==> src/rtl/mult_sequencer.sv <==
// Control sequencer for an N-bit shift-add signed multiplier: clear X, then N add/sub + shift steps.
// Optional macro MULT_SEQ_SKIP_ADD_EN folds the shift into the ADD cycle when M=0.
module mult_sequencer #(
  parameter int N = 8
) (
  input  logic Clk,
  input  logic Reset_n,
  input  logic Execute,
  input  logic ClearXA_LoadB,
  input  logic M,
  output logic Clr_XA,
  output logic Ld_B,
  output logic Add,
  output logic Sub,
  output logic Shift,
  output logic Busy,
  output logic Done
);

  localparam int KW = $clog2(N);
  localparam logic [KW-1:0] K_LAST = KW'(N - 1);

  typedef enum logic [2:0] {
    IDLE,
    CLRX,
    ADD,
    SHIFT,
    HOLD
  } state_t;

  state_t        state;
  logic [KW-1:0] k;
  logic          k_last;

  assign k_last = (k == K_LAST);

  // NOTE: state and counter are flops, so they use non-blocking assignments only;
  // blocking here would let later statements see the new value within the same edge.
  always_ff @(posedge Clk or negedge Reset_n) begin
    if (!Reset_n) begin
      state <= IDLE;
      k     <= '0;
    end else begin
      case (state)
        IDLE: begin
          if (Execute) state <= CLRX;
        end
        CLRX: begin
          k     <= '0;
          state <= ADD;
        end
        ADD: begin
`ifdef MULT_SEQ_SKIP_ADD_EN
          if (M) begin
            state <= SHIFT;
          end else if (k_last) begin
            state <= HOLD;
          end else begin
            k <= k + 1'b1;
          end
`else
          state <= SHIFT;
`endif
        end
        SHIFT: begin
          if (k_last) begin
            state <= HOLD;
          end else begin
            k     <= k + 1'b1;
            state <= ADD;
          end
        end
        HOLD: begin
          if (!Execute) state <= IDLE;
        end
        default: state <= IDLE;
      endcase
    end
  end

  // NOTE: every output gets a default before the case so no path leaves one
  // unassigned, which would otherwise infer a latch.
  always_comb begin
    Clr_XA = 1'b0;
    Ld_B   = 1'b0;
    Add    = 1'b0;
    Sub    = 1'b0;
    Shift  = 1'b0;
    Busy   = 1'b0;
    Done   = 1'b0;
    case (state)
      IDLE: begin
        // Execute has priority; Reset_n gating keeps loads quiet while held in reset.
        Clr_XA = ClearXA_LoadB & ~Execute & Reset_n;
        Ld_B   = ClearXA_LoadB & ~Execute & Reset_n;
      end
      CLRX: begin
        Clr_XA = 1'b1;
        Busy   = 1'b1;
      end
      ADD: begin
        Busy = 1'b1;
        Add  = M & ~k_last;
        // The final partial product carries the sign weight, hence subtract.
        Sub  = M & k_last;
`ifdef MULT_SEQ_SKIP_ADD_EN
        Shift = ~M;
`endif
      end
      SHIFT: begin
        Busy  = 1'b1;
        Shift = 1'b1;
      end
      HOLD: begin
        Done = 1'b1;
      end
      default: ;
    endcase
  end

endmodule

==> config.mk <==
export PLATFORM = sky130hd
export DESIGN_NAME = mult_sequencer
export DESIGN_NICKNAME = d
export VERILOG_FILES = /design/src/rtl/mult_sequencer.sv
export SDC_FILE = /design/constraint.sdc
export NUM_CORES = 1
export LEC_CHECK = 0
export BUFFER_PORTS_ARGS = -buffer_cell sky130_fd_sc_hd__buf_2
export CORE_AREA = 2 2 39 41
export CTS_CLUSTER_DIAMETER = 120
export DETAILED_ROUTE_END_ITERATION = 8
export DIE_AREA = 0 0 41 43
export PLACE_DENSITY_LB_ADDON = 0.25
export SYNTH_ARGS = -nofsm -noshare
export SYNTH_HDL_FRONTEND = slang
export SYNTH_SLANG_ARGS = --single-unit
==> constraint.sdc <==
create_clock -name Clk -period 1.7 [get_ports Clk]
set_input_delay 0.34 -clock Clk [delete_from_list [all_inputs] [get_ports Clk]]
set_output_delay 0.34 -clock Clk [all_outputs]
set_load 0.02 [all_outputs]
### Word-level counts from Yosys, hierarchy flattened

Index checks and enable logic that the tools add are counted.

| word-level totals | value |
|---|---|
| word-level logic and storage cells | 35 |
| output and inout port bits | 7 |
| flip-flop bits (word level) | 6 |

| operators by class | value |
|---|---|
| $add $sub $neg | 1 |
| muxes and demuxes | 13 |
| bitwise gates (word level) | 6 |
| reductions and logical operators | 5 |
| equality and inequality tests | 8 |

Operator list:

| cell | number |
|---|---|
| 3-bit one-hot mux with 5 select lines | 1 |
| 3-bit 2-to-1 mux | 4 |
| 3-bit by 2-bit equality test with 1-bit output (second input constant) | 2 |
| 3-bit equality test (second input constant) | 2 |
| 1-bit 2-to-1 mux | 6 |
| 2-bit != test (second input constant) | 3 |
| 3-bit one-hot mux with 2 select lines | 1 |
| 1-bit AND | 4 |
| 2-bit AND reduction | 2 |
| 3-bit by 1-bit adder with 3-bit output (second input constant) | 1 |
| 3-bit by 1-bit equality test with 1-bit output (second input constant) | 1 |
| 3-bit logical NOT | 1 |
| 3-bit OR reduction | 1 |
| 1-bit inverter | 2 |
| 1-bit one-hot mux with 2 select lines | 1 |
| 2-bit nonzero test | 1 |

### Logic depth before layout (Yosys ltp)

Gate-level depths: netlist (run 1).

| depth | value |
|---|---|
| depth after elaboration | 4 |
| depth in mapped cells | 5 |

### Worst setup path after synthesis (run 1)

No wires, ideal clock.

| timing path | value |
|---|---|
| path type | reg2out |
| start point | register state[1] |
| end point | output port Ld_B |
| stages on the path, launching flop included | 4 |
| arrival | 1.428 ns |
| path buffers | 1 |
| data required time | 1.360 ns |
| setup slack | -0.068 ns |
| cell sequence | dfrtp_1 -> buf_6 -> nor2_1 -> nor4b_1 |

| on the way | value |
|---|---|
| longest elaborated chain between the ends | 2 |

RTL lines:

| item | line | RTL |
|---|---|---|
| from (decl) | 31 | `state_t state;` |
| from (signal assigned) | 41 | `state <= IDLE;` |
| from (signal assigned) | 46 | `if (Execute) state <= CLRX;` |
| from (signal assigned) | 50 | `state <= ADD;` |
| 3-bit logical NOT | 91 | `case (state)` |
| 1-bit 2-to-1 mux | 91 |  |
| to (decl) | 12 | `output logic Ld_B,` |

No other way between the ends.

### Worst setup path in the final report (run 1)

| timing path | value |
|---|---|
| start point | register state[0] |
| end point | output port Add |

| on the way | value |
|---|---|
| longest elaborated chain between the ends | 2 |

RTL lines:

| item | line | RTL |
|---|---|---|
| 3-bit by 2-bit equality test with 1-bit output | 91 |  |
| 1-bit 2-to-1 mux | 91 |  |
| to (decl) | 13 | `output logic Add,` |

No other way between the ends.

==> impl_metrics.env, run 1 <==
export IMPL_final_common_cell="buf_2"
export IMPL_path_max_fanout=7
export IMPL_dp_hpwl_um=559
export IMPL_final_cell_mix="buf_2, buf_4"
export IMPL_max_slew_margin_rel=0.809
export IMPL_power_density_nw_per_um2=1620
export IMPL_status="finished clean"
export IMPL_design_die_area_um2=1760
export IMPL_crit_chain="and4bb_2 > nor2b_1 > buf_2"
export IMPL_area_delta_synth_final_pct=37.0
export IMPL_fin_ws_ps=50.5
export IMPL_criticalPathCategory="register to output port"
export IMPL_hold_violations=0
export IMPL_ant_nets=0
export IMPL_gp_congestion=0.743
export IMPL_hp_class="input port to register"
export IMPL_drv_slew=0
export IMPL_routedWlPerCell_um=12.1
export IMPL_grt_pass1_vias=277
export IMPL_clk_latency_ps=250
export IMPL_die_w_um=41
export IMPL_antenna_found_initial=0
export IMPL_ys_seq_area_frac=0.400
export IMPL_min_period_over_period=0.970
export IMPL_rows=14
export IMPL_dp_worst_setup_slack_ps=121
export IMPL_synth_avg_cell_area_um2=9.62
export IMPL_clkTransAtPathRegs_ps=50
export IMPL_design_area_um2=514
export IMPL_viasPerCell=4.61
export IMPL_via_count=327
export IMPL_nets=64
export IMPL_slowest_delay_ps=470
export IMPL_end_kind="output port"
export IMPL_rsz0062_at_grt="false"
export IMPL_cts_buffers=3
export IMPL_antenna_cells=0
export IMPL_crit_family="flip-flops"
export IMPL_final_setup_skew_ps=2.85
export IMPL_synth_area_um2=375
export IMPL_max_freq_ghz=0.606
export IMPL_cts_tree="built"
export IMPL_finalSetupViolations=0
export IMPL_drive_gt1_frac=0.491
export IMPL_synth_seq_cells=6
export IMPL_place_area_um2=434
export IMPL_critPathSlowestCell="dfrtp_2"
export IMPL_dr_first_iter_drc_count=15
export IMPL_grt_max_degree=11
export IMPL_grt_use_total=0.103
export IMPL_io_buffers=11
export IMPL_postSynthCellCount=39
export IMPL_wirelength_um=860
export IMPL_synth_nets=46
export IMPL_tightest_slew_ps=286
export IMPL_coreArea_um2=1380
export IMPL_grt_pass1_wl_um=1170
export IMPL_die_y_um=43
export IMPL_cap_violations=0
export IMPL_root_buffer="clkbuf_4"
export IMPL_dp_cells=64
export IMPL_htreeDepth=1
export IMPL_cts_sinks=6
export IMPL_cp_num_buf_inv=1
export IMPL_drc=0
export IMPL_finalNonFillerCells=71
export IMPL_ys_warnings_count=0
export IMPL_fillCellCount=146
export IMPL_grt_overflow=0
export IMPL_required_ps=1360
export IMPL_ioPinCount=12
export IMPL_peakVddDrop_mv=0.578
export IMPL_fin_crit_ps=1650
export IMPL_clockBufferDepth=2
export IMPL_first_pass_iters=4
export IMPL_p_leak_nw=0.239
export IMPL_fin_setup_tns_ps=0
export IMPL_ys_types=21
export IMPL_critPathLaunchType="register"
export IMPL_initial_core_util=0.271
export IMPL_arrival_ps=1310
==> metrics by stage <==
step	total power, W	util	hold slack [ps]
floorplan	0.000574	-	44.4
global placement	0.000654	0.314	184
detailed placement	0.000649	0.314	181
CTS	0.000809	0.345	407
global route	0.000917	0.372	446
finish	0.000835	0.372	432
==> final cells by class <==
cell class | instances | area [um^2] | share of cell area
timing repair buffer | 15 | 90.1 | 0.175
inverter | 1 | 3.75 | 0.00730
multi-input combinational | 30 | 224 | 0.436
clock buffer | 3 | 22.5 | 0.0438
tap | 16 | 20.0 | 0.0389
sequential | 6 | 154 | 0.299
==> power breakdown <==
part | total [W] | switching [W] | internal [W] | leakage (nW)
sequential | 0.000287 | 0.0000760 | 0.000211 | 0.0690
clock | 0.000132 | 0.0000523 | 0.0000799 | 0.0138
combinational | 0.000416 | 0.000221 | 0.000195 | 0.156
total | 0.000835 | 0.000349 | 0.000486 | 0.239
==> per-layer routing <==
metal	up-vias	share of wire	routed length, um	global-route usage
met5	-	0	0	0
met2	11	0.47	404	0.153
met3	0	0.086	74	0.0628
met1	147	0.44	381	0.115
li1	169	-	-	-
met4	0	0	0	0.0400
==> what timing repair did <==
| item | CTS | global route |
|---|---|---|
| hold endpoints to repair | 6 | 0 |
| pin swaps | 0 | 0 |
| hold buffers | 1 | 0 |
| resized for setup | 4 | 4 |
| buffers inserted | 0 | 3 |
| setup endpoints to repair | 3 | 3 |
==> state kept, by name, summed over array words and instances (netlist names) <==
register  count
state         3
k             3
==> worst register-to-register path, cell delays in order, from the launching register on <==
cell     delay, ps
dfrtp_1        380
ha_1           200
ha_2           200
and2_1         190
o21ai_0        150
o21ai_1         80
==> cell usage after synthesis, drive strengths merged <==
cell | n | area [um^2]
nor2b | 1 | 6.26
and3 | 1 | 6.26
and2 | 3 | 20.0
nand2 | 3 | 11.3
nor3 | 3 | 15.0
buf | 2 | 22.5
nor4b | 1 | 8.76
and4bb | 1 | 12.5
or2 | 1 | 6.26
o21ai | 6 | 30.0
dfrtp | 6 | 150
and3b | 1 | 10.0
ha | 2 | 25.0
a31oi | 1 | 6.26
nand2b | 2 | 20.0
inv | 1 | 3.75
a32o | 1 | 10.0
nor2 | 3 | 11.3
==> worst paths after layout <==
kind	start	end	slack [ps]	cells after the start
hold / removal	Execute	state[0]$_DFFE_PN0P_	430	3
setup reg to reg	k[0]$_DFFE_PN0P_	k[2]$_DFFE_PN0P_	390	5
hold reg to reg	k[1]$_DFFE_PN0P_	k[1]$_DFFE_PN0P_	530	2
min in group asynchronous	Reset_n	state[2]$_DFFE_PN0P_	530	2
max in group asynchronous	Reset_n	state[1]$_DFFE_PN0P_	930	2
setup / recovery	state[0]$_DFFE_PN0P_	Add	50	3
==> cells by family after synthesis <==
logic type	share of synthesized area
AO/OA/AOI/OAI	0.123
adder cells (fa/ha/maj)	0.0667
buffers and inverters	0.0700
flip-flops	0.400
AND/OR/NAND/NOR	0.340
Note: power is estimated with default switching activity, not from simulation.
==> run 2: changes to the inputs <==
==> constraint.sdc (replaced) <==
create_clock -name Clk -period 1.7 [get_ports Clk]
set_input_delay 0.085 -clock Clk [delete_from_list [all_inputs] [get_ports Clk]]
set_output_delay 0.085 -clock Clk [all_outputs]
set_load 0.02 [all_outputs]
==> run 2 against run 1 <==
Flip-flop and latch count did not move. Die area did not move. Core utilization is 3.3 points lower. Global-route usage shrank 0.30 points.
==> impl_metrics.env, run 2 (synthesis gave the netlist of run 1 again) <==
export IMPL_path_max_fanout=7
export IMPL_cap_violations=0
export IMPL_drc=0
export IMPL_final_common_cell="buf_2"
export IMPL_top_regs="k x3, state x3"
export IMPL_via_count=327
export IMPL_antenna_found_initial=0
export IMPL_design_die_area_um2=1760
export IMPL_ioPinCount=12
export IMPL_dp_hpwl_um=535
export IMPL_hold_violations=0
export IMPL_routedWlPerCell_um=11.1
export IMPL_crit_family="simple AND/OR/NAND/NOR gates"
export IMPL_fin_crit_ps=1520
export IMPL_root_buffer="clkbuf_4"
export IMPL_final_cell_mix="buf_2, dfrtp_1"
export IMPL_gp_congestion=0.632
export IMPL_drv_slew=0
export IMPL_final_setup_skew_ps=3.28
export IMPL_post_cts_resized=0
export IMPL_critPathLaunchType="register"
export IMPL_die_w_um=41
export IMPL_grt_overflow=0
export IMPL_peakVddDrop_mv=0.761
export IMPL_rows=14
export IMPL_area_delta_synth_final_pct=24.7
export IMPL_cp_num_buf_inv=1
export IMPL_cts_sinks=6
export IMPL_ff_latch_area_um2=150
export IMPL_finalSetupViolations=0
export IMPL_clk_latency_ps=240
export IMPL_dr_first_iter_drc_count=7
export IMPL_initial_core_util=0.271
export IMPL_viasPerCell=4.74
export IMPL_fin_setup_tns_ps=0
export IMPL_required_ps=1620
export IMPL_criticalPathCategory="register to output port"
export IMPL_end_kind="output port"
export IMPL_cts_tree="built"
export IMPL_nets=62
export IMPL_grt_pass1_wl_um=1170
export IMPL_grt_max_degree=11
export IMPL_power_density_nw_per_um2=1690
export IMPL_p_leak_nw=0.232
export IMPL_first_pass_iters=4
export IMPL_crit_chain="nor2_1 > nor4b_1 > buf_2"
export IMPL_max_freq_ghz=0.656
export IMPL_die_y_um=43
export IMPL_coreArea_um2=1380
export IMPL_clkTransAtPathRegs_ps=40
export IMPL_regToRegSetupSlack_ps=300
export IMPL_postCtsSetupBuffers=0
export IMPL_slowest_delay_ps=460
export IMPL_drive_gt1_frac=0.358
export IMPL_critPathSlowestCell="dfrtp_1"
export IMPL_antenna_cells=0
export IMPL_htreeDepth=1
export IMPL_design_power_total_w=0.000792
export IMPL_cts_hold_buf=1
export IMPL_cts_buffers=3
export IMPL_status="finished clean"
export IMPL_wirelength_um=766
export IMPL_multi_input_area_um2=199
export IMPL_fillCellCount=145
export IMPL_hold_ws_ps=154
export IMPL_grt_use_total=0.100
export IMPL_arrival_ps=1440
export IMPL_ant_nets=0
export IMPL_clockBufferDepth=2
export IMPL_tightest_slew_ps=302
export IMPL_max_slew_margin_rel=0.799
export IMPL_grt_pass1_vias=280
export IMPL_min_period_over_period=0.896
export IMPL_io_buffers=11
export IMPL_hp_class="input port to register"
export IMPL_rsz0062_at_grt="false"
## run 2: through the flow
stage	setup slack, ps	cells	utilization	instance area, um^2
2_1_floorplan	187	39	-	375
3_3_place_gp	315	65	0.315	435
3_5_place_dp	304	65	0.315	435
4_1_cts	163	69	0.338	468
5_1_grt	60.9	69	0.338	468
6_report	177	69	0.338	468
## run 2: worst reg2reg max path, cell delays in order, from the launching register on
cell,delay [ps]
dfrtp_1,380
ha_1,210
ha_1,250
and2_1,200
o21ai_0,150
o21ai_1,90
## run 2: report_power, final
group          total, W  switching, W  internal, W
Sequential     0.000262     0.0000563     0.000205
Clock          0.000128     0.0000479    0.0000796
Combinational  0.000402      0.000223     0.000180
## run 2: layout make-up
class                      instances  share of cell area
clock buffer                       3              0.0481
inverter                           1             0.00802
timing repair buffer              13               0.155
tap                               16              0.0428
sequential                         6               0.321
multi-input combinational         30               0.425
## run 2: final timing paths
check | startpoint | endpoint | depth (start not counted)
max reg2reg | k[0]$_DFFE_PN0P_ | k[1]$_DFFE_PN0P_ | 5
min reg2reg | k[2]$_DFFE_PN0P_ | k[2]$_DFFE_PN0P_ | 2
min | Execute | state[2]$_DFFE_PN0P_ | 2
max | state[0]$_DFFE_PN0P_ | Ld_B | 3
max in group asynchronous | Reset_n | k[2]$_DFFE_PN0P_ | 2
min in group asynchronous | Reset_n | state[1]$_DFFE_PN0P_ | 2
## run 2: metal layers
metal  global-route usage  wire, um
met2                0.147       310
met4                    0         0
met5                    0         0
met3               0.0628        80
met1                0.131       375
